$ cat config.mk
export PLATFORM = sky130hd
export DESIGN_NAME = pong_game_ctrl
export DESIGN_NICKNAME = d
export VERILOG_FILES = /design/src/rtl/pong_game_ctrl.sv
export SDC_FILE = /design/constraint.sdc
export NUM_CORES = 1
export LEC_CHECK = 0
export CAP_MARGIN = 5
export CORE_MARGIN = 3
export CORE_UTILIZATION = 53
export CTS_CLUSTER_DIAMETER = 100
export DETAILED_ROUTE_END_ITERATION = 7
export PLACE_DENSITY = 0.78
export SETUP_SLACK_MARGIN = 0.02
export SLEW_MARGIN = 15
export SYNTH_ARGS = -nofsm -noshare
export SYNTH_HDL_FRONTEND = slang
export SYNTH_SLANG_ARGS = --single-unit
$ cat constraint.sdc
create_clock -name CLK_50 -period 2.5 [get_ports CLK_50]
set_input_delay 0.5 -clock CLK_50 [delete_from_list [all_inputs] [get_ports CLK_50]]
set_output_delay 0.5 -clock CLK_50 [all_outputs]
set_load 0.02 [all_outputs]
$ cat src/rtl/pong_game_ctrl.sv
// pong_game_ctrl: Pong match sequencer (serve, point pause, scoring, game over).
// Define PONG_AUTO_SERVE_EN to serve automatically after AUTO_SERVE_FRAMES frames in SERVE_WAIT.
module pong_game_ctrl #(
    parameter int WIN_SCORE         = 7,
    parameter int PAUSE_FRAMES      = 60,
    parameter int AUTO_SERVE_FRAMES = 180
) (
    input  logic       CLK_50,
    input  logic       reset,
    input  logic       frame_tick,
    input  logic       serve_pulse,
    input  logic       miss_left,
    input  logic       miss_right,
    output logic       ball_run,
    output logic       ball_center,
    output logic       serve_dir,
    output logic [3:0] score_p1,
    output logic [3:0] score_p2,
    output logic       game_over,
    output logic       winner
);
    localparam logic [2:0] IDLE        = 3'd0;
    localparam logic [2:0] SERVE_WAIT  = 3'd1;
    localparam logic [2:0] PLAY        = 3'd2;
    localparam logic [2:0] POINT_PAUSE = 3'd3;
    localparam logic [2:0] GAME_OVER   = 3'd4;
    localparam logic [3:0] WIN         = 4'(WIN_SCORE);
    localparam logic [7:0] PAUSE_LOAD  = 8'(PAUSE_FRAMES);
`ifdef PONG_AUTO_SERVE_EN
    localparam logic       AUTO_EN     = 1'b1;
`else
    localparam logic       AUTO_EN     = 1'b0;
`endif
    // Without auto-serve the counter simply rests at zero while waiting to serve.
    localparam logic [7:0] SERVE_LOAD  = AUTO_EN ? 8'(AUTO_SERVE_FRAMES) : 8'd0;

    logic [2:0] state;
    logic [7:0] cnt;
    logic       auto_fire;
    logic       pause_done;
    logic       match_won;

    always_comb begin
        auto_fire  = AUTO_EN && frame_tick && cnt <= 8'd1;
        pause_done = frame_tick && cnt <= 8'd1;
        match_won  = score_p1 == WIN || score_p2 == WIN;
    end

    always_ff @(posedge CLK_50) begin
        if (reset) begin
            state       <= IDLE;
            cnt         <= 8'd0;
            ball_run    <= 1'b0;
            ball_center <= 1'b0;
            serve_dir   <= 1'b1;
            score_p1    <= 4'd0;
            score_p2    <= 4'd0;
            game_over   <= 1'b0;
            winner      <= 1'b0;
        end else begin
            ball_center <= 1'b0;
            case (state)
                IDLE: begin
                    state       <= SERVE_WAIT;
                    ball_center <= 1'b1;
                    cnt         <= SERVE_LOAD;
                end
                SERVE_WAIT: begin
                    if (serve_pulse || auto_fire) begin
                        state    <= PLAY;
                        ball_run <= 1'b1;
                        cnt      <= 8'd0;
                    end else if (AUTO_EN && frame_tick) begin
                        cnt <= cnt - 8'd1;
                    end
                end
                PLAY: begin
                    // A simultaneous right miss is dropped in favour of the left one.
                    if (miss_left || miss_right) begin
                        state     <= POINT_PAUSE;
                        ball_run  <= 1'b0;
                        cnt       <= PAUSE_LOAD;
                        serve_dir <= !miss_left;
                        if (miss_left)
                            score_p2 <= (score_p2 == WIN) ? score_p2 : score_p2 + 4'd1;
                        else
                            score_p1 <= (score_p1 == WIN) ? score_p1 : score_p1 + 4'd1;
                    end
                end
                POINT_PAUSE: begin
                    if (pause_done) begin
                        ball_center <= 1'b1;
                        state       <= match_won ? GAME_OVER : SERVE_WAIT;
                        cnt         <= match_won ? 8'd0 : SERVE_LOAD;
                        game_over   <= match_won;
                        winner      <= match_won ? (score_p2 == WIN) : winner;
                    end else if (frame_tick) begin
                        cnt <= cnt - 8'd1;
                    end
                end
                GAME_OVER: begin
                    if (serve_pulse) begin
                        state       <= SERVE_WAIT;
                        ball_center <= 1'b1;
                        game_over   <= 1'b0;
                        serve_dir   <= 1'b1;
                        score_p1    <= 4'd0;
                        score_p2    <= 4'd0;
                        cnt         <= SERVE_LOAD;
                    end
                end
                default: state <= IDLE;
            endcase
        end
    end
endmodule

==> Word level (Yosys, flattened, before mapping) <==
Index checks and enable logic that the tools add are counted.
{ "totals": {"elab_cells": 78, "regBits": 24} }
{ "op_classes": {"order_cmp": 1, "mux": 31, "add_sub_neg": 3, "n_reduce_logical": 18, "n_eq_ne": 16} }
{ "ops": {"columns": ["operator", "n"], "rows": [
  ["$mux 8", 4],
  ["$pmux 8 s4", 1],
  ["$mux 4", 7],
  ["$ne 2x2->1 const B", 8],
  ["$pmux 4 s2", 2],
  ["$mux 3", 5],
  ["$pmux 3 s5", 1],
  ["$reduce_and 3->1", 4],
  ["$reduce_and 5->1", 2],
  ["$add 4x1->4 const B", 2],
  ["$eq 4x3->1 const B", 2],
  ["$le 8x1->1 const B", 1],
  ["$reduce_and 4->1", 2],
  ["$sub 8x1->8 const B", 1],
  ["$mux 1", 7],
  ["$eq 3x2->1 const B", 2],
  ["$pmux 1 s2", 3],
  ["$reduce_bool 2->1", 3],
  ["$reduce_bool 4->1", 1],
  ["$eq 3x1->1 const B", 1],
  ["$eq 3x3->1 const B", 1],
  ["$logic_not 3->1", 1],
  ["$ne 3x3->1 const B", 1],
  ["$pmux 1 s3", 1],
  ["5 further kinds", 6]
]} }

==> Depth between registers and ports, before layout <==
Gate-level depths: netlist of the first run.
{ "logic_depth": {"depth_word": 5, "ltp_mapped": 7, "depth_no_buf": 7} }

==> Least setup slack after synthesis of the first run <==
OpenSTA, ideal clock, no wires.
{ "synth_path": {"path_type": "register to register", "startpoint": "register cnt[2]", "endpoint": "register cnt[2]", "required_time_ps": 2380, "stages_incl_launch_ff": 6, "setup_ps": 120, "t_arrival_ps": 1732, "setup_slack_ps": 649, "period_less_slack_ps": 1851, "cell_sequence": "dfxtp_1 > or4_4 > nor4_4 > or2_4 > o21bai_1 > a211o_1"} }
{ "synth_via": {"elab_chain_cells": 4} }
{ "synth_rtl": {"columns": ["element", "line_no", "text"], "rows": [
  ["start, declared", "38", "logic [7:0] cnt;"],
  ["start signal, assigned", "74", "cnt <= cnt - 8'd1;"],
  ["start signal, assigned", "94", "cnt <= match_won ? 8'd0 : SERVE_LOAD;"],
  ["start signal, assigned", "98", "cnt <= cnt - 8'd1;"],
  ["$sub 8x1->8 / $le 8x1->1 (equally long branches)", "98, 45", null],
  ["$mux 8 / $logic_and 1x1->1 (equally long branches)", "97, 45", null],
  ["$mux 8 / $ne 3x3->1 (equally long branches)", null, null],
  ["$pmux 8 s4 / $reduce_and 4->1 (equally long branches)", null, null]
]} }
Several ways; a longest one is shown, not always the timed one. The select of a mux whose other input is x is not followed.
A chain may end at the register's enable or synchronous reset.

==> Worst setup path after layout of the first run <==
Ends and elaborated chain as after synthesis.

==> impl_results.md, run 1 <==
- Reg clk slew, reported paths: 0.13 ns
- Syn avg cell area: 8.086 um2
- Startpoint Class: flip-flop
- Inserted Clock Buffers: 3
- Remaining DRCs: 0
- Worst-Skew Late Latency: 0.32 ns
- Routed len/inst: between 10 and 15 um
- Share of the synthesized area in the top cell type: 0.3714
- Final Non-Filler Cells: approximately 200
- Hold_buf cts: 0
- Max-Cap Viols: 0
- F_max: 500.3 MHz
- Initial antenna violation count: 0
- Unrepaired setup endpoints after global routing: no
- Gate power share: 0.138
- Final hold violations: 0
- Final TNS setup: 0 ns
- Post-DP HPWL: approximately 2.1 mm
- Pleak: around 0.6 nW
- Crit-path max FO: 8
- N_diodes: 0
- Worst slew margin: 0.6433
- Flops & latches, synth: 24
- DR vias: between 1000 and 1500
- CTS tree: done
- Slew Viols, Final: 0
- RePlAce Congestion: approximately 0.9
- Switching power: just under 200 uW
- Bufs on Longest Clock Path: 2
- Share of cells above drive strength 1: 0.05085
- Buf+Inv Stages, Crit Path: 0
- Layout area overhead: 19.83%
- Run status: complete, no violations
- Clk network pwr share: 0.354
- Site row count: 17
- Die height: roughly 55 um
- Initial DRC Count: 33
- Worst setup EP type: flip-flop
- Post-synth top area cell: dfxtp_1
- Most frequent cells in the layout: dfxtp_1, nor2_1, clkdlybuf4s50_1
- Yosys warns: 0
- Reg power frac: 0.509
- Total Wirelength: a little under 3 mm
- Crit path DAT: about 2.2 ns
- # IOs: 19
- Hold Path Class: reg -> reg
- Crit path time final: between 1.5 and 2 ns
- Post-Synthesis Cells: between 150 and 200
- Synth top area cells: dfxtp_1, nor2_1, a21oi_1
- H-tree depth: 1
- Core area: 2255 um2
- Die area: around 3000 um2
- Final period util: 0.7995
- Input/output buffers: 18
- DR pass1 iterations: 4
- # clock sinks: 24
- CP top delay family: simple AND/OR/NAND/NOR gates
- NumNets Final: 188
- Crit-path slowest cell: or4_4
- Internal Power: 604.5 uW
- Yosys cell types: 37
- Die Wd: ~55 um
- WP data required: about 2.7 ns
- Initial Util: 0.5738
- Clock skew: 0.002340 ns
- Vias in the first global route: approximately 1100
- Gr usage total: 0.2041
- Synthesized area: between 1000 and 1500 um2
- Post-route ant nets: 0
- Root Buffer: clkbuf_4
- CTS resizes: 0
- Syn_nets: 170
- Pwr Density: between 500 and 600 nW/um2
- Vias per Instance: 5.946
- Largest net degree at the start of global routing: 15
- Tightest Pin Transition: between 0.5 and 0.6 ns
- Seq/Total Area, Yosys: 0.3714
- Placed Cells: 201
- Largest stage delay, worst path: ~0.56 ns
- Commonest non-fill, non-tap cell in the layout: dfxtp_1
- Global-route wire length before repair: a little over 5 mm
- Crit Path Class: reg -> reg
- Gr ovfl total: 0
- Sw frac: 0.2459
- Worst-path cell chain: or4_4, nor4_4, or2_4, o21bai_1, a211o_1
- Setup violators final: 0
- Setup repair bufs after CTS: 0
- Max IR drop VDD: 0.3528 mV
cells by family after synthesis:
kind of cell | Yosys count | synth area share
buffers and inverters | 11 | 0.03192
XOR/XNOR | 6 | 0.04062
adder cells (fa/ha/maj) | 4 | 0.03869
AND/OR/NAND/NOR | 72 | 0.2988
AO/OA/AOI/OAI | 43 | 0.2186
flip-flops | 24 | 0.3714
sequential cells by signal (all words and copies together) (netlist names):
register	flops
serve_dir	1
winner	1
game_over	1
ball_run	1
cnt	8
score_p2	4
score_p1	4
ball_center	1
state	3
power by group through the flow:
stage | registers [mW] | logic [mW] | clock network [mW]
after detailed placement | 0.415 | 0.109 | 0
after global routing | 0.410 | 0.122 | 0.306
after floorplan | 0.416 | 0.0707 | 0
after global placement | 0.415 | 0.107 | 0
after CTS | 0.407 | 0.110 | 0.291
final | 0.408 | 0.110 | 0.284
Yosys cell counts:
cell type,number
or2_0,1
nand3_1,5
xor2_1,1
dfxtp_1,24
or3b_1,1
o31ai_1,3
o21a_1,1
a211o_1,3
nand2b_1,3
o21ai_1,1
inv_1,4
o21ai_0,7
nor3b_1,3
or3_1,3
o41ai_1,1
xnor2_1,5
o21bai_1,3
ha_1,4
or4_4,1
and3b_1,1
nand2_1,14
clkbuf_1,7
a211oi_1,3
a21o_1,2
a22oi_1,1
nand4_1,1
a311oi_1,1
or2_4,1
nor4_4,1
nor2b_1,5
nand3b_1,4
a32oi_1,2
a21oi_1,12
nor2_1,19
a22o_1,2
nor3_1,9
a31oi_1,1
per-layer routing:
layer / vias up / wire [um] / track usage / part of all wire
met5: - / 0 / 0 / 0
met4: 0 / 48 / 0.08333 / 0.017
met3: 4 / 149 / 0.04206 / 0.051
met2: 37 / 1266 / 0.3007 / 0.44
met1: 571 / 1437 / 0.2882 / 0.50
li1: 607 / - / - / -
worst paths after layout:
path,startpoint,to,slack [ns],depth (start not counted)
min,game_over,game_over,0.47,2
max,cnt[2],cnt[2],0.50,5
max reg2reg,cnt[2],cnt[2],0.50,5
min reg2reg,game_over,game_over,0.47,2
area by class of cell:
class                      instances  area (um2)
clock buffer                       3       22.52
clock inverter                     1       30.03
tap                               28       35.03
fill                             201       704.4
sequential                        24       480.5
timing repair buffer              20       195.2
inverter                           4       15.01
multi-input combinational        125       772.0
worst register-to-register path: stages (launching register included):
cell	delay, ns
dfxtp_1	0.37
or4_4	0.56
nor4_4	0.39
or2_4	0.23
o21bai_1	0.07
a211o_1	0.29
through the flow:
stage / total power, mW / cell area (um2) / utilization / hold slack (ns) / setup slack [ns]
2_1_floorplan: 0.4862 / 1294 / - / 0.4588 / 0.6486
3_3_place_gp: 0.5222 / 1498 / 0.6643 / 0.4458 / 0.2787
3_5_place_dp: 0.5242 / 1498 / 0.6643 / 0.4544 / 0.2438
4_1_cts: 0.8080 / 1550 / 0.6876 / 0.4727 / 0.4954
5_1_grt: 0.8380 / 1550 / 0.6876 / 0.5049 / 0.3867
6_report: 0.8016 / 1550 / 0.6876 / 0.4690 / 0.5013
(Power assumes the default switching activity.)
==> run 2, diff against run 1 <==
==> constraint.sdc (replaced) <==
create_clock -name CLK_50 -period 1.86 [get_ports CLK_50]
set_input_delay 0.372 -clock CLK_50 [delete_from_list [all_inputs] [get_ports CLK_50]]
set_output_delay 0.372 -clock CLK_50 [all_outputs]
set_load 0.02 [all_outputs]
==> impl_results.md, run 2 (synthesized netlist as in run 1, its figures left out) <==
- Vias in the first global route: between 1000 and 1500
- Biggest regs: cnt x8, score_p1 x4, score_p2 x4
- Crit Path Class: reg -> reg
- Hold_buf cts: 0
- Bufs on Longest Clock Path: 2
- Layout area overhead: 36.56%
- Total Wirelength: around 3.4 mm
- Max FFs per register: 8
- Routed len/inst: 14.92 um
- Global-route wire length before repair: about 5.8 mm
- N_diodes: 0
- Sequential Area: roughly 480 um2
- Worst-path cell chain: or4_4, nor4_4, or2_4, o21bai_1, a211o_1
- Core Util, Final: 0.7836
- Initial antenna violation count: 0
- Pwr Density: ~640 nW/um2
- Fillers: about 170
- Post-route ant nets: 0
- Vias per Instance: just under 6
- Initial Util: 0.5738
- Placed Cells: around 220
- DR pass1 iterations: 4
- Final period util: 0.9665
- Worst-Skew Late Latency: between 0.3 and 0.4 ns
- DR vias: 1329
- Crit-path slowest cell: or4_4
- Crit path time final: ~1.8 ns
- Root Buffer: clkbuf_4
- NumNets Final: 211
- # clock sinks: 24
- Placed Area: around 1700 um2
- Max IR drop VDD: 0.7340 mV
- # IOs: 19
- Post-DP HPWL: ~2.5 mm
- Slew Viols, Final: 0
- R2R Setup Slk: 0.06 ns
- F_max: approximately 560 MHz
- Pleak: just over 0.7 nW
- Inserted Clock Buffers: 3
- Setup violators final: 0
- Tightest Pin Transition: 0.3964 ns
- Input/output buffers: 18
- Biggest register: cnt
- CTS tree: done
- WP data required: 2.10 ns
- Reg clk slew, reported paths: about 0.14 ns
- Final TNS setup: 0 ns
- Max-Cap Viols: 0
- Core area: 2255 um2
- Run status: complete, no violations
- Remaining DRCs: 0
- Die height: 55.41 um
- Worst setup EP type: flip-flop
- RePlAce Congestion: a little under 0.9
- Clock skew: between 0.007 and 0.008 ns
- Gr ovfl total: 0
- Commonest non-fill, non-tap cell in the layout: buf_4
- Cell area after layout: roughly 1800 um2
- Area of the multi-input gates: just over 800 um2
- H-tree depth: 1
- Share of cells above drive strength 1: 0.2150
- Crit path DAT: roughly 2.0 ns
- Largest net degree at the start of global routing: 15
- Die Wd: 55.41 um
- Site row count: 17
- Die area: 3070 um2
- Startpoint Class: flip-flop
- Gr usage total: 0.2284
- Largest stage delay, worst path: roughly 0.55 ns
- Hold Path Class: reg -> reg
- Final Non-Filler Cells: 228
- Initial DRC Count: 53
- Worst Hold Slack: roughly 0.48 ns
- Worst slew margin: 0.7354
- Final hold violations: 0
- Crit-path max FO: 5
- Most frequent cells in the layout: buf_4, dfxtp_1, nor2_1
- Unrepaired setup endpoints after global routing: yes
-- run 2: cell count changes in the layout (fill, tap and decap cells not counted), moves of 2 or more --
cell	delta
buf_4	+23
dfxtp_1	-3
dfxtp_2	+3
nand2_2	+2
nand2_1	-2
-- run 2: timing repair --
action,CTS,global route
pin swaps,6,10
setup buffers,1,1
resized for setup,6,7
gates cloned,0,0
setup endpoints to repair,6,12
-- run 2: report_power, final --
part	switching, mW	internal, mW	leakage [nW]
Clock	0.173	0.218	0.0279
Combinational	0.101	0.0972	0.503
Sequential	0.0162	0.529	0.196
-- run 2: worst paths after layout --
check,cells past startpoint,start,endpoint
hold / removal,2,game_over,game_over
setup / recovery,5,cnt[5],cnt[2]
hold reg to reg,2,game_over,game_over
setup reg to reg,5,cnt[5],cnt[2]
-- run 2: through the flow --
| stage | power [mW] | worst slack [ns] |
|---|---|---|
| 2_1_floorplan | 0.6542 | 0.02907 |
| 3_3_place_gp | 0.7300 | -0.1632 |
| 3_5_place_dp | 0.7358 | -0.2159 |
| 4_1_cts | 1.127 | -0.06078 |
| 5_1_grt | 1.174 | -0.04319 |
| 6_report | 1.134 | 0.06223 |
-- run 2: worst max-delay path: cells and delay by family, from the launching register on --
kind,cells,cell delay (ns)
AO/OA/AOI/OAI,2,0.31
flip-flops,1,0.35
AND/OR/NAND/NOR,3,1.04
-- run 2: layer usage --
layer	vias to the layer above	GRT usage	wire length (um)
li1	657	-	-
met1	612	0.3109	1543
met2	53	0.3564	1585
met3	7	0.05841	227
met4	0	0.06250	44
met5	-	0	0
-- run 2: layout make-up --
type,instances,area share
Multi-Input combinational cell,125,0.4596
Clock inverter,1,0.01700
Clock buffer,3,0.01275
Inverter,4,0.008499
Sequential cell,24,0.2741
Timing Repair Buffer,43,0.2082
Tap cell,28,0.01983
